`src/rtl/micro_sequencer_pkg.sv`:
```
// -----------------------------------------------------------------------------
// micro_sequencer_pkg
//   Shared types for the control-word interface between the micro-sequencer
//   and the datapath. It holds the expanded control word, the packed 14-bit
//   microword layout with its field positions, the sequencer opcodes and the
//   sequencer state encoding.
//
//   It also provides MICRO_INSTRUCTION_WORD_WIDTH (14) when no earlier file
//   has already defined it.
//
//   Ports: none (package).
// -----------------------------------------------------------------------------
`ifndef MICRO_INSTRUCTION_WORD_WIDTH
`define MICRO_INSTRUCTION_WORD_WIDTH 14
`endif

package micro_sequencer_pkg;

   // Memory operation as seen by the memory interface
   typedef enum logic [1:0] {
      MEM_NOP   = 2'd0,
      MEM_READ  = 2'd1,
      MEM_WRITE = 2'd2
   } mem_op_e;

   // Per-register operation (rax..rdx)
   typedef enum logic [1:0] {
      REG_NOP    = 2'd0,
      REG_LOAD   = 2'd1,
      REG_ENABLE = 2'd2,
      REG_RSVD   = 2'd3
   } reg_op_e;

   // Sequencing field of a microword
   typedef enum logic [1:0] {
      SEQ_CONT     = 2'd0,
      SEQ_DISPATCH = 2'd1,
      SEQ_NEXT     = 2'd2,
      SEQ_HALT     = 2'd3
   } seq_op_e;

   typedef enum logic {
      RUN    = 1'b0,
      HALTED = 1'b1
   } seq_state_e;

   // Field positions inside the packed microword (MSB..LSB)
   localparam int UW_ALU_OP_MSB  = 13;
   localparam int UW_ALU_OP_LSB  = 10;
   localparam int UW_ALU_EN_BIT  = 9;
   localparam int UW_MEM_MSB     = 8;
   localparam int UW_MEM_LSB     = 7;
   localparam int UW_BUS_SEL_BIT = 6;
   localparam int UW_REG_SEL_MSB = 5;
   localparam int UW_REG_SEL_LSB = 4;
   localparam int UW_REG_OP_MSB  = 3;
   localparam int UW_REG_OP_LSB  = 2;
   localparam int UW_SEQ_MSB     = 1;
   localparam int UW_SEQ_LSB     = 0;

   // Packed microword, laid out exactly as stored in the microcode ROM
   typedef struct packed {
      logic [3:0] alu_op;
      logic       alu_enable;
      logic [1:0] mem;
      logic       bus_selector;
      logic [1:0] reg_sel;
      reg_op_e    reg_op;
      seq_op_e    seq;
   } micro_word_t;

   // Fully expanded control word driving the datapath
   typedef struct packed {
      logic       reset;
      logic [3:0] alu_op;
      logic       alu_enable;
      mem_op_e    memory_op;
      logic       bus_selector;
      logic       data_word_selector;
      reg_op_e    rax_op;
      reg_op_e    rbx_op;
      reg_op_e    rcx_op;
      reg_op_e    rdx_op;
      logic       control_unit_load;
      logic       next_instr;
      logic       halt;
   } control_word_t;

   // Encoding 3 of the mem field is an unused slot and behaves as NOP
   function automatic mem_op_e decode_mem(input logic [1:0] field);
      case (field)
         2'd1:    return MEM_READ;
         2'd2:    return MEM_WRITE;
         default: return MEM_NOP;
      endcase
   endfunction

endpackage

```
`src/rtl/micro_sequencer_unpack.sv`:
```
// -----------------------------------------------------------------------------
// microword_unpack
//   Purely combinational expansion of one packed microword into a
//   control_word_t. It steers reg_op to the register named by reg_sel, maps
//   the mem field (encoding 3 becomes NOP) and derives data_word_selector.
//   The reset bit is left at 0; the sequencer owns reset, stall, step and
//   halt masking.
//
//   Ports:
//     uword   in   microword from the microcode ROM
//     cw_raw  out  unmasked expanded control word
// -----------------------------------------------------------------------------
module microword_unpack
   import micro_sequencer_pkg::*;
(
   input  logic [`MICRO_INSTRUCTION_WORD_WIDTH-1:0] uword,
   output control_word_t                            cw_raw
);

   micro_word_t mw;

   assign mw = micro_word_t'(uword);

   always_comb begin
      cw_raw = '0;
      cw_raw.alu_op             = mw.alu_op;
      cw_raw.alu_enable         = mw.alu_enable;
      cw_raw.memory_op          = decode_mem(mw.mem);
      cw_raw.bus_selector       = mw.bus_selector;
      // Register drives the data bus toward memory only on a write
      cw_raw.data_word_selector = (decode_mem(mw.mem) == MEM_WRITE) &&
                                  (mw.reg_op == REG_ENABLE);
      cw_raw.rax_op             = REG_NOP;
      cw_raw.rbx_op             = REG_NOP;
      cw_raw.rcx_op             = REG_NOP;
      cw_raw.rdx_op             = REG_NOP;
      case (mw.reg_sel)
         2'd0:    cw_raw.rax_op = mw.reg_op;
         2'd1:    cw_raw.rbx_op = mw.reg_op;
         2'd2:    cw_raw.rcx_op = mw.reg_op;
         default: cw_raw.rdx_op = mw.reg_op;
      endcase
      cw_raw.control_unit_load  = (mw.seq == SEQ_DISPATCH);
      cw_raw.next_instr         = (mw.seq == SEQ_NEXT);
      cw_raw.halt               = (mw.seq == SEQ_HALT);
   end

endmodule

```
`src/rtl/micro_sequencer.sv`:
```
// -----------------------------------------------------------------------------
// micro_sequencer
//   Walks the microcode store. It owns the micro-program counter (uPC),
//   dispatches on the instruction opcode, stalls while memory is busy and
//   halts. Each microword is decoded with zero cycles of latency from the
//   registered uPC, and the uPC moves one cycle after the word that issued.
//
//   Optional feature: MICRO_SEQUENCER_STEP_EN adds a 'step' input. In RUN a
//   word issues only on cycles where step=1. On step=0 cycles cw is all NOP
//   and the uPC holds.
//
//   Ports:
//     clk        in   clock
//     rst        in   synchronous active-high reset
//     step       in   single-step enable (only with MICRO_SEQUENCER_STEP_EN)
//     uaddr      out  microcode ROM address (= uPC)
//     uword      in   microword read asynchronously at uaddr
//     opcode     in   current instruction opcode used for dispatch
//     mem_ready  in   memory has completed the requested READ/WRITE
//     cw         out  expanded control word
//     halted     out  sequencer is in HALTED
// -----------------------------------------------------------------------------
module micro_sequencer
   import micro_sequencer_pkg::*;
#(
   parameter  int OPCODE_W  = 6,
   parameter  int SLOT_LOG2 = 2,
   localparam int UPC_W     = OPCODE_W + SLOT_LOG2
) (
   input  logic                                     clk,
   input  logic                                     rst,
`ifdef MICRO_SEQUENCER_STEP_EN
   input  logic                                     step,
`endif
   output logic [UPC_W-1:0]                         uaddr,
   input  logic [`MICRO_INSTRUCTION_WORD_WIDTH-1:0] uword,
   input  logic [OPCODE_W-1:0]                      opcode,
   input  logic                                     mem_ready,
   output control_word_t                            cw,
   output logic                                     halted
);

   seq_state_e    state;
   logic [UPC_W-1:0] upc;
   control_word_t cw_raw;
   logic          issue;
   logic          stall;

   microword_unpack u_unpack (
      .uword  (uword),
      .cw_raw (cw_raw)
   );

`ifdef MICRO_SEQUENCER_STEP_EN
   assign issue = step;
`else
   assign issue = 1'b1;
`endif

   // cw_raw.memory_op already maps encoding 3 to NOP, so that case never stalls
   assign stall  = issue && (cw_raw.memory_op != MEM_NOP) && !mem_ready;
   assign uaddr  = upc;
   assign halted = (state == HALTED) && !rst;

   // While stalled, a register keeps driving the bus but does not capture
   function automatic reg_op_e stall_reg_op(input reg_op_e op);
      return (op == REG_ENABLE) ? REG_ENABLE : REG_NOP;
   endfunction

   always_comb begin
      cw = '0;
      if (rst) begin
         cw = '0;
      end else if (state == HALTED) begin
         cw.halt = 1'b1;
      end else if (issue) begin
         cw = cw_raw;
         if (stall) begin
            cw.alu_enable        = 1'b0;
            cw.rax_op            = stall_reg_op(cw_raw.rax_op);
            cw.rbx_op            = stall_reg_op(cw_raw.rbx_op);
            cw.rcx_op            = stall_reg_op(cw_raw.rcx_op);
            cw.rdx_op            = stall_reg_op(cw_raw.rdx_op);
            cw.control_unit_load = 1'b0;
            cw.next_instr        = 1'b0;
            cw.halt              = 1'b0;
         end
      end
      cw.reset = rst;
   end

   always_ff @(posedge clk) begin
      if (rst) begin
         upc   <= '0;
         state <= RUN;
      end else begin
         case (state)
            RUN: begin
               if (issue && !stall) begin
                  if (cw_raw.halt) begin
                     state <= HALTED;
                  end else if (cw_raw.control_unit_load) begin
                     upc <= {opcode, {SLOT_LOG2{1'b0}}};
                  end else if (cw_raw.next_instr) begin
                     upc <= '0;
                  end else begin
                     upc <= upc + UPC_W'(1);
                  end
               end
            end
            default: begin
               state <= HALTED;
            end
         endcase
      end
   end

endmodule

```
`config.mk`:
```
export PLATFORM = sky130hd
export DESIGN_NAME = micro_sequencer
export DESIGN_NICKNAME = d
export VERILOG_FILES = /design/src/rtl/micro_sequencer_pkg.sv /design/src/rtl/micro_sequencer_unpack.sv /design/src/rtl/micro_sequencer.sv
export SDC_FILE = /design/constraint.sdc
export NUM_CORES = 1
export LEC_CHECK = 0
export ABC_CLOCK_PERIOD_IN_PS = 1900
export CORE_UTILIZATION = 35
export CTS_BUF_LIST = sky130_fd_sc_hd__clkbuf_16
export CTS_CLUSTER_SIZE = 24
export DETAILED_ROUTE_END_ITERATION = 10
export PLACE_DENSITY = 0.84
export REMOVE_ABC_BUFFERS = 1
export SYNTH_ARGS = -nofsm -noshare
export SYNTH_HDL_FRONTEND = slang
export SYNTH_SLANG_ARGS = --single-unit
```
`constraint.sdc`:
```
create_clock -name clk -period 1.9 [get_ports clk]
set_input_delay 0.38 -clock clk [delete_from_list [all_inputs] [get_ports clk]]
set_output_delay 0.38 -clock clk [all_outputs]
set_load 0.1 [all_outputs]
```
==> results of run 1 <==
cell usage after synthesis (2+ instances only):
cell / number
xor2_1: 2
nor3_1: 3
nand2_1: 8
ha_1: 3
a21oi_1: 6
and2_1: 8
dfxtp_1: 9
buf_6: 2
a31oi_1: 2
nand3_1: 3
a211oi_1: 2
nor2b_1: 2
nor2_1: 21
nand2b_1: 4
inv_1: 5
o21ai_0: 3
and3_2: 2
timing repair:
action	4_1_cts
endpoints found under the setup margin	28
setup buffers	2
pin swaps	7
resized for setup	38
stage by stage:
stage / util / std cells / setup TNS (ps)
CTS: 0.9461 / 209 / -103.0
floorplan: - / 104 / -11920
global placement: 0.8578 / 203 / -6889
detailed placement: 0.8578 / 203 / -9644
cell families after synthesis:
kind of cell | count (synthesis) | share of synthesized area
buffers and inverters | 10 | 0.07209
XOR/XNOR | 2 | 0.02195
AND/OR/NAND/NOR | 59 | 0.3856
multiplexers | 1 | 0.01254
adder cells (fa/ha/maj) | 3 | 0.04703
AO/OA/AOI/OAI | 25 | 0.2351
flip-flops | 9 | 0.2257
==> results.rst, run 1 <==
.. list-table::
   :header-rows: 1

   * - Metric
     - Value
   * - Detailed placer's ending HPWL
     - between 2000 and 3000 um
   * - Count of clock tree sinks
     - 9
   * - Post-synthesis cell type count
     - 41
   * - Register bit total from synthesis
     - 9
   * - Largest area contributor in the synthesized netlist
     - dfxtp_1
   * - Worst slack after detailed placement
     - -629.4 ps
   * - Post-synth EDFFs
     - 0
   * - Top cells by area in the synthesized netlist
     - dfxtp_1, nor2_1, and2_1, ha_1, a21oi_1
   * - Die W
     - 49.76 um
   * - Yosys warns
     - 0
   * - Hold_buf cts
     - 0
   * - Number of H-tree levels
     - 1
   * - Halt Reason
     - [ERROR DPL-0033] detailed placement checks failed during check placement.
   * - Die height
     - 49.76 um
   * - Initial Util
     - 0.3909
   * - Fraction of registers with async set/reset
     - 0
   * - Antenna violations before repair
     - 0
   * - Number of clock buffers inserted by TritonCTS
     - 3
   * - Final estimated routing congestion in global placement
     - ~0.83
   * - Count of input and output buffers
     - 52
   * - Status
     - aborted with a tool error
   * - Post-detailed-placement cell area
     - about 1800 um^2
   * - Row cnt
     - 16
   * - Average cell area after synthesis
     - 7.324 um^2
   * - Top-Level Pins
     - 53
   * - Syn Inst Count
     - 109
   * - Last stage the flow got to
     - global routing
   * - Most used flip-flop cell after synthesis
     - dfxtp_1
   * - Pin count of the biggest net entering global routing
     - 15
   * - Maximum root-to-sink buffer count
     - 2
   * - CTS root buf
     - clkbuf_16
   * - Fraction of post-synthesis cell area in the top cell type by area
     - 0.2257
   * - Sequential fraction of the synthesis area
     - 0.2257
   * - Synthesized area
     - 798.3 um^2
==> run 2: changes to the inputs <==
--- a/config.mk
+++ b/config.mk
@@ -6,11 +6,10 @@
 export NUM_CORES = 1
 export LEC_CHECK = 0
 export ABC_CLOCK_PERIOD_IN_PS = 1900
-export CORE_UTILIZATION = 35
-export CTS_BUF_LIST = sky130_fd_sc_hd__clkbuf_16
-export CTS_CLUSTER_SIZE = 24
+export CORE_AREA = 2 2 63 65
 export DETAILED_ROUTE_END_ITERATION = 10
-export PLACE_DENSITY = 0.84
+export DIE_AREA = 0 0 65 67
+export PLACE_DENSITY_LB_ADDON = 0.15
 export REMOVE_ABC_BUFFERS = 1
 export SYNTH_ARGS = -nofsm -noshare
 export SYNTH_HDL_FRONTEND = slang
==> results.rst, run 2 <==
.. list-table::
   :header-rows: 1

   * - Metric
     - Value
   * - Clk_skew
     - 1.645 ps
   * - Register bit total from synthesis
     - 9 (unchanged)
   * - Critical Path Slowest Stage Cell
     - clkdlybuf4s50_1
   * - Data arrival at the endpoint of the critical path
     - 1520 ps
   * - Detailed-router iteration count before antenna repair
     - 4
   * - Final Critical Period
     - between 1500 and 2000 ps
   * - Number of vias per cell
     - between 4 and 5
   * - Number of hold-slack violations in the final timing report
     - 0
   * - Fraction of registers with async set/reset
     - 0 (unchanged)
   * - Cell family with most CP delay
     - buffers and inverters
   * - Row cnt
     - 22 (+6)
   * - Die height
     - 67 um (+35%)
   * - Initial Util
     - 0.2214 (-0.1696)
   * - Initial drt markers
     - 25
   * - Hold_ws
     - a little under 600 ps
   * - Fraction of final layout cells with drive strength greater than 1
     - 0.4945
   * - Capturing element type of the critical path
     - primary output
   * - Maximum root-to-sink buffer count
     - 2 (unchanged)
   * - Top-Level Pins
     - 53 (unchanged)
   * - Post-detailed-placement cell area
     - 1790 um^2 (+2.2%)
   * - CTS root buf
     - clkbuf_8
   * - TritonCTS clock tree
     - built
   * - Pwr Density
     - 530.6 nW/um^2
   * - Total gr overflow
     - 0
   * - Count of input and output buffers
     - 52 (unchanged)
   * - Critical-path cell list
     - clkdlybuf4s50_1, nand2_1, nand3_4, nor3_4, buf_12
   * - Number of H-tree levels
     - 1 (unchanged)
   * - Sequential fraction of the synthesis area
     - 0.2257 (unchanged)
   * - Standby leakage power
     - around 0.79 nW
   * - N_diodes
     - 0
   * - First-pass GRT wire length
     - 4995 um
   * - Total of endpoints with negative setup slack in the final report
     - 0
   * - RSZ-0062 raised after global routing
     - yes
   * - Count of clock tree sinks
     - 9 (unchanged)
   * - Routed length per placed instance
     - ~13 um
   * - Final estimated routing congestion in global placement
     - 0.7995 (-4.0%)
   * - Maximum capacitance violations
     - 0
   * - Total detailed-routing wirelength
     - approximately 3000 um
   * - Highest-count cells in the layout ignoring fill and taps
     - buf_12, buf_4, clkdlybuf4s50_1, nor2_1
   * - CP bufs+invs
     - 2
   * - Area growth, synth to finish
     - 146.6%
   * - Tcrit/Tclk final
     - 0.9976
   * - Min-Delay Path Class
     - reg -> reg
   * - Die W
     - 65 um (+31%)
   * - Syn Inst Count
     - 109 (unchanged)
   * - Yosys warns
     - 0 (unchanged)
   * - Synthesized area
     - 798.3 um^2 (unchanged)
   * - Leading cell type in the layout, fill and taps excluded
     - buf_12
   * - Fraction of post-synthesis cell area in the top cell type by area
     - 0.2257 (unchanged)
   * - Share of the core filled with cells
     - 0.5458
   * - Worst-Margin Slew
     - 338.9 ps
   * - Top-count cell post-synth
     - nor2_1
   * - Startpoint kind of the worst setup timing path
     - input port
   * - Largest area contributor in the synthesized netlist
     - dfxtp_1
   * - Max IR drop VDD
     - 479.5 uV
   * - Clock transition at the register clock pins on the worst setup and hold paths after CTS
     - 50 ps
   * - Average cell area after synthesis
     - 7.324 um^2 (unchanged)
   * - Worst rel slew slack
     - 0.7728
   * - Number of max-slew violations in the final report
     - 0
   * - Final nets
     - around 210
   * - Top cells by area in the synthesized netlist
     - dfxtp_1, nor2_1, and2_1, ha_1, a21oi_1
   * - Vias
     - ~1,100
   * - Maximum fanout along the worst path
     - 4
   * - Achievable clock frequency
     - between 0.5 and 0.6 GHz
   * - Maximum single-stage delay on the critical path
     - 460 ps
   * - Clock latency of the later-clocked register in the worst-skew pair
     - 240 ps
   * - Synth cell count leaders
     - nor2_1, dfxtp_1, and2_1, nand2_1, a21oi_1
   * - Total global routing track utilization
     - 0.1429
   * - Floorplan die area
     - 4355 um^2
   * - Status
     - finished clean
   * - Antenna violations before repair
     - 0
   * - Pin count of the biggest net entering global routing
     - 14
   * - Crit Path Class
     - in -> out
   * - Number of clock buffers inserted by TritonCTS
     - 3 (unchanged)
   * - Post-synth EDFFs
     - 0 (unchanged)
   * - Final design instance area without fill
     - ~2000 um^2
   * - Post-synthesis cell type count
     - 41 (unchanged)
   * - Most used flip-flop cell after synthesis
     - dfxtp_1
   * - Remaining DRCs
     - 0
   * - Max reg flops
     - 8
   * - Detailed placer's ending HPWL
     - 2406 um (-9.3%)
   * - Routed Antenna Nets
     - 0
   * - Placeable core region
     - 3606 um^2
   * - Required time worst endpoint
     - around 1500 ps
   * - Via count of the first global-routing pass
     - 1,087
## run 2: cell counts after synthesis
Identical to the previous run, type by type.
## run 2: what timing repair did
action                     4_1_cts  5_1_grt
pin swaps                        6        8
buffers inserted                 2        0
setup endpoints to repair       24       10
gates resized for setup         36       15
hold buffers                     0        0
## run 2: cells by family (layout without fill, tap and decap cells)
family | count (synthesis) | in the layout | share of synthesized area
AO/OA/AOI/OAI | 25 | 25 | 0.2351
flip-flops | 9 | 9 | 0.2257
buffers and inverters | 10 | 83 | 0.07209
AND/OR/NAND/NOR | 59 | 59 | 0.3856
multiplexers | 1 | 1 | 0.01254
adder cells (fa/ha/maj) | 3 | 3 | 0.04703
XOR/XNOR | 2 | 2 | 0.02195
## run 2: tightest hold or removal path, delay by kind of cell (launching register included)
family | cells | cell delay (ps)
flops | 1 | 340
compound gates | 2 | 190
## run 2: area by class of cell
cell class                 count  area [um^2]
clock buffer                   4        45.04
sequential                     9        181.4
tap                           48        60.06
multi-input combinational     90        674.4
timing repair buffer          74        985.9
fill                         324         1638
inverter                       5        21.27
## run 2: report_power, final
group / switching, mW / leakage [nW] / internal, mW / total [mW]
combinational: 0.346 / 0.696 / 0.243 / 0.589
sequential: 0.0219 / 0.0739 / 0.201 / 0.223
clock: 0.0847 / 0.0228 / 0.147 / 0.232
## run 2: path summary, 6_finish.rpt
check | end | slack (ps) | cells after the start | startpoint
worst min-delay path | uaddr[5] | 580 | 2 | uaddr[5]
worst max-delay path | cw[10] | 5 | 5 | uword[2]
worst min register to register | uaddr[5] | 580 | 2 | uaddr[5]
worst max register to register | uaddr[2] | 440 | 5 | uaddr[0]
## run 2: metal layers
| layer | vias to the layer above | GRT usage | routed length [um] |
|---|---|---|---|
| met1 | 493 | 0.1727 | 1208 |
| met5 | - | 0 | 0 |
| met3 | 4 | 0.03209 | 210 |
| met4 | 0 | 0.03191 | 21 |
| met2 | 41 | 0.2564 | 1588 |
| li1 | 528 | - | - |
## run 2: through the flow
stage                     setup slack (ps)  power, mW  TNS [ps]  std cells
final                                4.543      1.044         0        230
after global routing                -55.81      1.089    -108.3        230
after CTS                           -59.98      1.043    -79.88        230
after detailed placement            -593.4     0.7818     -8859        224
after global placement              -519.2     0.7754     -8026        224
after floorplan                      -1574     0.5114    -11920        104
No activity file was read; power rests on OpenSTA's default activity.
==> run 3: changes to the inputs <==
--- a/config.mk
+++ b/config.mk
@@ -9,6 +9,7 @@
 export CORE_AREA = 2 2 63 65
 export DETAILED_ROUTE_END_ITERATION = 10
 export DIE_AREA = 0 0 65 67
+export GPL_TIMING_DRIVEN = 0
 export PLACE_DENSITY_LB_ADDON = 0.15
 export REMOVE_ABC_BUFFERS = 1
 export SYNTH_ARGS = -nofsm -noshare
==> results.rst, run 3 (same netlist as run 2, synthesis figures left out) <==
.. list-table::
   :header-rows: 1

   * - Metric
     - Value
   * - Status
     - finished clean
   * - Number of hold-slack violations in the final timing report
     - 0 (unchanged)
   * - Placeable core region
     - 3606 um^2 (unchanged)
   * - Maximum single-stage delay on the critical path
     - 270 ps (-190 ps)
   * - Capturing element type of the critical path
     - primary output
   * - RSZ-0062 raised after global routing
     - yes
   * - Number of vias per cell
     - 4.629 (-0.12%)
   * - Clock latency of the later-clocked register in the worst-skew pair
     - 230 ps (about the same)
   * - First-pass GRT wire length
     - 4071 um (-18%)
   * - Die height
     - 67 um (unchanged)
   * - Pwr Density
     - 612.4 nW/um^2 (+15%)
   * - Total global routing track utilization
     - 0.1226 (-0.02031)
   * - Part of the total power dissipated in sequential elements
     - 0.240 (+0.026)
   * - Antenna violations before repair
     - 0 (unchanged)
   * - Count of input and output buffers
     - 52 (unchanged)
   * - Standby leakage power
     - 0.6280 nW (-21%)
   * - Clock share of power
     - 0.254 (+0.032)
   * - Detailed placer's ending HPWL
     - 1959 um (-19%)
   * - Maximum capacitance violations
     - 0 (unchanged)
   * - Row cnt
     - 22 (unchanged)
   * - Crit Path Class
     - in -> out
   * - Max IR drop VDD
     - 206.1 uV (-57%)
   * - Leading cell type in the layout, fill and taps excluded
     - nor2_1
   * - Sw Pwr
     - 422.9 uW (-6.6%)
   * - Highest-count cells in the layout ignoring fill and taps
     - nor2_1, clkdlybuf4s50_1, buf_6
   * - Remaining DRCs
     - 0 (unchanged)
   * - Startpoint kind of the worst setup timing path
     - input port
   * - Worst rel slew slack
     - 0.3601 (-0.4127)
   * - Final nets
     - 192 (-8.1%)
   * - Floorplan die area
     - 4355 um^2 (unchanged)
   * - TritonCTS clock tree
     - built
   * - Critical-path cell list
     - buf_8, inv_4, ha_4, nor2_4, nor3_4, nand2_2, nor2_1, buf_6
   * - Data arrival at the endpoint of the critical path
     - 1490 ps (-30 ps)
   * - Initial drt markers
     - 19 (-24%)
   * - Fraction of final layout cells with drive strength greater than 1
     - 0.3818 (-0.1127)
   * - Vias
     - 986 (-7.5%)
   * - Critical Path Slowest Stage Cell
     - ha_4
   * - Total of endpoints with negative setup slack in the final report
     - 0 (unchanged)
   * - Min-Delay Path Class
     - reg -> reg
   * - Max reg flops
     - 8 (unchanged)
   * - Final estimated routing congestion in global placement
     - 0.7940 (-0.69%)
   * - Count of clock tree sinks
     - 9 (unchanged)
   * - Final Critical Period
     - 1871 ps (-24.03 ps)
   * - Switching Share
     - 0.4653 (+0.03171)
   * - Number of max-slew violations in the final report
     - 0 (unchanged)
   * - Share of the core filled with cells
     - 0.4115 (-0.1343)
   * - Routed Antenna Nets
     - 0 (unchanged)
   * - Total gr overflow
     - 0 (unchanged)
   * - Detailed-router iteration count before antenna repair
     - 4 (unchanged)
   * - CTS root buf
     - clkbuf_8
   * - Worst-Margin Slew
     - 963.6 ps (+624.7 ps)
   * - Via count of the first global-routing pass
     - 871 (-20%)
   * - Routed length per placed instance
     - 12.71 um (-3.4%)
   * - CP bufs+invs
     - 3 (+1)
   * - Clk_skew
     - 1.284 ps (-0.3611 ps)
   * - Die W
     - 65 um (unchanged)
   * - Number of fill cells in the layout
     - 372 (+15%)
   * - Number of H-tree levels
     - 1 (unchanged)
   * - Initial Util
     - 0.2214 (unchanged)
   * - Power Internal
     - 485.9 uW (-18%)
   * - Achievable clock frequency
     - 0.5344 GHz (+1.3%)
   * - Tcrit/Tclk final
     - 0.9850 (-0.01265)
   * - Cell family with most CP delay
     - simple AND/OR/NAND/NOR gates
   * - Total detailed-routing wirelength
     - 2708 um (-11%)
   * - Hold_ws
     - 537.2 ps (-45.98 ps)
   * - Top-Level Pins
     - 53 (unchanged)
   * - N_diodes
     - 0 (unchanged)
   * - Maximum root-to-sink buffer count
     - 2 (unchanged)
   * - Pin count of the biggest net entering global routing
     - 18 (+4)
   * - Combinational share of power
     - 0.507 (-0.057)
   * - Number of clock buffers inserted by TritonCTS
     - 3 (unchanged)
   * - Required time worst endpoint
     - 1520 ps (about the same)
   * - Maximum fanout along the worst path
     - 4 (unchanged)
   * - Area growth, synth to finish
     - 85.89%
   * - Clock transition at the register clock pins on the worst setup and hold paths after CTS
     - 50 ps (about the same)
[run 3: final timing paths]
kind / cells after the start / from / slack, ps / end
min: 2 / uaddr[5] / 540 / uaddr[5]
max: 8 / uword[7] / 30 / cw[5]
max reg2reg: 5 / uaddr[0] / 500 / uaddr[2]
min reg2reg: 2 / uaddr[5] / 540 / uaddr[5]
[run 3: worst register-to-register path: cells and delay by family (launching register included)]
family,cells,cell delay (ps)
simple gates,1,380
flops,1,330
compound gates,3,330
fa+ha+maj,1,270
[run 3: power by group through the flow]
stage / Sequential, mW / Combinational, mW / Clock, mW
floorplan: 0.287 / 0.224 / 0
global placement: 0.218 / 0.435 / 0
detailed placement: 0.219 / 0.436 / 0
CTS: 0.216 / 0.446 / 0.238
global route: 0.220 / 0.482 / 0.249
finish: 0.218 / 0.461 / 0.231
[run 3: metal layers]
metal  track usage  share of wire  up-vias  routed length, um
met5             0              0        -                  0
met4       0.08777          0.032        0                 87
met3       0.01858          0.056        8                153
met2        0.2023           0.48       32               1291
met1        0.1444           0.43      453               1176
li1              -              -      493                  -
[run 3: area by class of cell]
cell class | count | area, um^2 | area share
well taps | 48 | 60.06 | 0.04047
inverters | 5 | 21.27 | 0.01433
multi-input cells | 91 | 648.1 | 0.4368
clock buffers | 4 | 45.04 | 0.03035
repair buffers | 56 | 528.0 | 0.3558
flip-flops and latches | 9 | 181.4 | 0.1223
[run 3: what timing repair did]
action                                  CTS  global route
cloned                                    1             0
hold endpoints to repair                  0             0
endpoints found under the setup margin   34            19
buffers inserted                          3             1
pin swaps                                 9             7
resized for setup                       175            26
hold buffers                              0             0
[run 3: metrics by stage]
step / std cells / power, mW / setup TNS (ps) / area [um^2] / setup slack (ps)
6_report: 213 / 0.9088 / 0 / 1484 / 28.57
4_1_cts: 212 / 0.9005 / -41.87 / 1429 / -41.87
5_1_grt: 213 / 0.9502 / -13.98 / 1484 / -7.120
3_3_place_gp: 204 / 0.6528 / -33680 / 1340 / -1709
2_1_floorplan: 104 / 0.5114 / -11920 / 759.5 / -1574
3_5_place_dp: 204 / 0.6550 / -33900 / 1340 / -1718
==> run 4: changes to the inputs <==
--- a/config.mk
+++ b/config.mk
@@ -7,9 +7,11 @@
 export LEC_CHECK = 0
 export ABC_CLOCK_PERIOD_IN_PS = 1900
 export CORE_AREA = 2 2 63 65
+export CTS_CLUSTER_SIZE = 24
 export DETAILED_ROUTE_END_ITERATION = 10
 export DIE_AREA = 0 0 65 67
 export GPL_TIMING_DRIVEN = 0
+export HOLD_SLACK_MARGIN = 0.06
 export PLACE_DENSITY_LB_ADDON = 0.15
 export REMOVE_ABC_BUFFERS = 1
 export SYNTH_ARGS = -nofsm -noshare
==> results of run 4 <==
The final DEF is identical to that of run 3; final timing and power are the same.
==> edit 1 (config.mk and constraints of run 4) <==
Set the macro `MICRO_INSTRUCTION_WORD_WIDTH` to 7 (it was 14). Comments in the files are not updated.
--- a/src/rtl/micro_sequencer_pkg.sv
+++ b/src/rtl/micro_sequencer_pkg.sv
@@ -11,7 +11,7 @@
 //   Ports: none (package).
 // -----------------------------------------------------------------------------
 `ifndef MICRO_INSTRUCTION_WORD_WIDTH
-`define MICRO_INSTRUCTION_WORD_WIDTH 14
+`define MICRO_INSTRUCTION_WORD_WIDTH 7
 `endif
 
 package micro_sequencer_pkg;
Interface: changed (resized uword); port bits go from 53 to 46. No check against the original RTL was run, so the function may have changed too.
==> edit 1 against run 4 <==
  * Sequential cell count did not move
  * Final area fell by 23%
  * Non-clock buffer count fell by 20
  * Total power fell by 11%
  * First-iteration DRC count rose by 100%
  * Die area did not move
  * Combinational power fell by 20%
  * Routed wire length fell by 17%
  * Setup slack improved by 0.0062 ns
  * Synthesized area fell by 7.2%
==> edit 1: results (changes against run 4) <==
Worst setup path
  – Reg2Reg Setup Slack: 0.48 ns (was 0.50 ns)
  – Reg-to-reg endpoint: uaddr[6] (was uaddr[2])
  – CP max stage delay: 0.60 ns (was 0.27 ns)
  – CP max stage cell: clkdlybuf4s50_1 (was ha_4)

Clock network
  – Post-cts resize count: 115 (was 175)

Synthesis
  – Top post-synthesis cells by area: dfxtp_1 (24%), buf_4 (10%), nor2_1 (8.6%), nand2_1 (4.1%), nor3b_1 (4.1%) (was dfxtp_1 (23%), nor2_1 (9.9%), and2_1 (6.3%), ha_1 (4.7%), a21oi_1 (3.8%))
  – Compound-cell area share of the yosys netlist: 23.31% (was 23.51%)
  – Syn Area/Cell: 7.334 µm² (was 7.324 µm²)
  – Synth Area in Adders: 1.689% (was 4.702%)
  – Multiplexer share of the synthesized area: 1.351% (was 1.254%)
  – Unique masters post-synth: 37 (was 41)

Placement
  – Detailed placement HPWL: 1683 µm (was 1959 µm)
  – Placed Cells: 179 (was 204)

Final layout
  – Fill cell count: 395 (was 372)

Global route
  – First-pass GRT wire length: 3567 µm (was 4071 µm)
  – Met3 GRT Util: 2.534% (was 1.858%)

Routing
  – Total number of vias: 791 (was 986)
  – Metal1 wirelength: 1019 µm (was 1176 µm)
  – Initial drt markers: 38 (was 19)
  – Vias/cell: 4.322 (was 4.629)

Hold path
  – Hold_sp: rst (was uaddr[5])

Timing
  – Max_slew headroom: 36.95% (was 36.01%)

Power
  – Sw Pwr: 0.3844 mW (was 0.4229 mW)
  – Peak supply drop: 194.5 µV (was 206.1 µV)

Run status
  – Status: completed (unchanged)
## edit 1: changes by cell type after synthesis, moves of 3 or more
cell     delta
and2_1      -7
nor3b_1     +3
a21oi_1     -3
nor2_1      -4
o21ai_1     +3
buf_4       +9
## edit 1: final cells by class
type	count	area (µm²)	area share, %
clock buffer	4	45.04	3.952
inverter	3	11.26	0.9879
multi-input combinational	83	504.2	44.24
sequential	9	181.4	15.92
tap	48	60.06	5.269
timing repair buffer	36	337.8	29.64
## edit 1: per-stage QoR
step | utilization [%] | hold slack (ns) | cell area [µm²]
after global placement | 30.29 | 0.5470 | 1092
after CTS | 30.85 | 0.5295 | 1112
final | 31.61 | 0.5213 | 1140
after global routing | 31.61 | 0.5367 | 1140
after floorplan | - | 0.4446 | 671.9
after detailed placement | 30.29 | 0.5587 | 1092
## edit 1: worst max-delay path, delay by kind of cell
| kind | cells | cell delay, ns |
|---|---|---|
| and+or+nand+nor | 1 | 0.23 |
| buffers and inverters | 2 | 0.87 |
==> edit 2 (flow settings as in run 4) <==
Made on the original files. Make the reset (`rst`) asynchronous in one clocked block. Comments in the files are not updated.
--- a/src/rtl/micro_sequencer.sv
+++ b/src/rtl/micro_sequencer.sv
@@ -89,7 +89,7 @@
       cw.reset = rst;
    end
 
-   always_ff @(posedge clk) begin
+   always_ff @(posedge clk or posedge rst) begin
       if (rst) begin
          upc   <= '0;
          state <= RUN;
Function: differs if rst is asserted again (counterexample within 4 cycles, from zero or initial values and one cycle with rst high); with rst held inactive, the same outputs for 10 cycles.
==> edit 2 against run 4 <==
  * Fmax down 1.3%
  * Routed wire length down 5.7%
  * Synthesized area down 0.31%
  * Final area up 4.8%
  * Via count down 0.81%
  * Global-route usage down 0.22 points
  * Sequential cell count unchanged
  * Count of clock-buffer cells in the layout unchanged
  * Total power down 22%
  * Setup slack worse by 0.025 ns
  * Core utilization up 2.0 points
  * Highest routed layer unchanged
==> edit 2: results (changes against run 4) <==
Run status
  – Status: completed (unchanged)

Worst setup path
  – CP Launch Point: uword[8] (was uword[7])
  – Reg2Reg Setup Slack: 0.31 ns (was 0.50 ns)
  – Reg-to-reg endpoint: uaddr[6] (was uaddr[2])
  – CP endpoint: cw[3] (was cw[5])
  – Worst endpoint data arrival time: 1.52 ns (was 1.49 ns)

Synthesis
  – Cells after synthesis: 106 (was 109)
  – Top post-synthesis cells by area: dfrtp_1 (28%), nand2_1 (8.5%), and2_1 (7.9%), nor2_1 (6.1%), ha_1 (4.7%) (was dfxtp_1 (23%), nor2_1 (9.9%), and2_1 (6.3%), ha_1 (4.7%), a21oi_1 (3.8%))
  – Asr flop ratio synth: 100.0% (was 0%)
  – Unique masters post-synth: 35 (was 41)

Final layout
  – Post-Layout Cell Count: 212 (was 213)
  – Share of layout cells above drive strength 1: 39.63% (was 38.18%)
  – Final nets: 191 (was 192)

Power
  – Pint: 0.4403 mW (was 0.4859 mW)
  – Clk network pwr share: 32.3% (was 25.4%)
  – Peak supply drop: 446.7 µV (was 206.1 µV)
  – Power Total: 0.7066 mW (was 0.9088 mW)

Routing
  – Metal1 wirelength: 1112 µm (was 1176 µm)
  – Initial drt markers: 17 (was 19)
  – Total number of vias: 978 (was 986)
  – DRT Wirelength: 2553 µm (was 2708 µm)
  – Met3 WL: 247 µm (was 153 µm)

Hold path
  – Worst min path class: primary input to async pin (was flop to flop)

Timing
  – Clock skew: 0.002311 ns (was 0.001284 ns)
  – Max frequency: 0.5273 GHz (was 0.5344 GHz)
  – Max_slew headroom: 36.48% (was 36.01%)

Global route
  – Vias in the first global route: 937 (was 871)
  – GRT met2 Usage: 20.62% (was 20.23%)
  – Met3 GRT Util: 2.703% (was 1.858%)
  – Largest net degree at the start of global routing: 13 (was 18)

Placement
  – Pre-CTS WS: -1.625 ns (was -1.718 ns)
  – Placed Cells: 202 (was 204)
  – Detailed placement HPWL: 1870 µm (was 1959 µm)

Clock network
  – Post-CTS Setup Inserts: 5 (was 3)
edit 2: cell types whose count changed in the layout (fill, tap and decap cells not counted), sizes merged, moves of 3 or more:
| cell | run 4 | this run |
|---|---|---|
| nand2 | 8 | 18 |
| dfrtp | 0 | 9 |
| dfxtp | 9 | 0 |
| nor2 | 22 | 13 |
| a21oi | 7 | 1 |
| a211oi | 3 | 0 |
| inv | 5 | 2 |
| o21ai | 4 | 7 |
edit 2: stage by stage:
stage	cell area, µm²	hold slack [ns]
after global placement	1349	0.5366
after floorplan	768.2	0.2130
after global routing	1555	0.2746
after CTS	1503	0.4406
final	1555	0.2443
after detailed placement	1349	0.5430
edit 2: logic make-up after synthesis:
group,share of synthesized area (%)
buf+inv,4.873
flops,28.30
fa+ha+maj,4.717
compound gates,16.04
simple gates,43.56
mux,2.516
edit 2: layout make-up:
cell class              instances  area share (%)
multi-input cells              90           39.90
repair buffers                 58           37.65
flip-flops and latches          9           14.56
well taps                      48           3.862
clock buffers                   4           2.896
inverters                       3           1.126
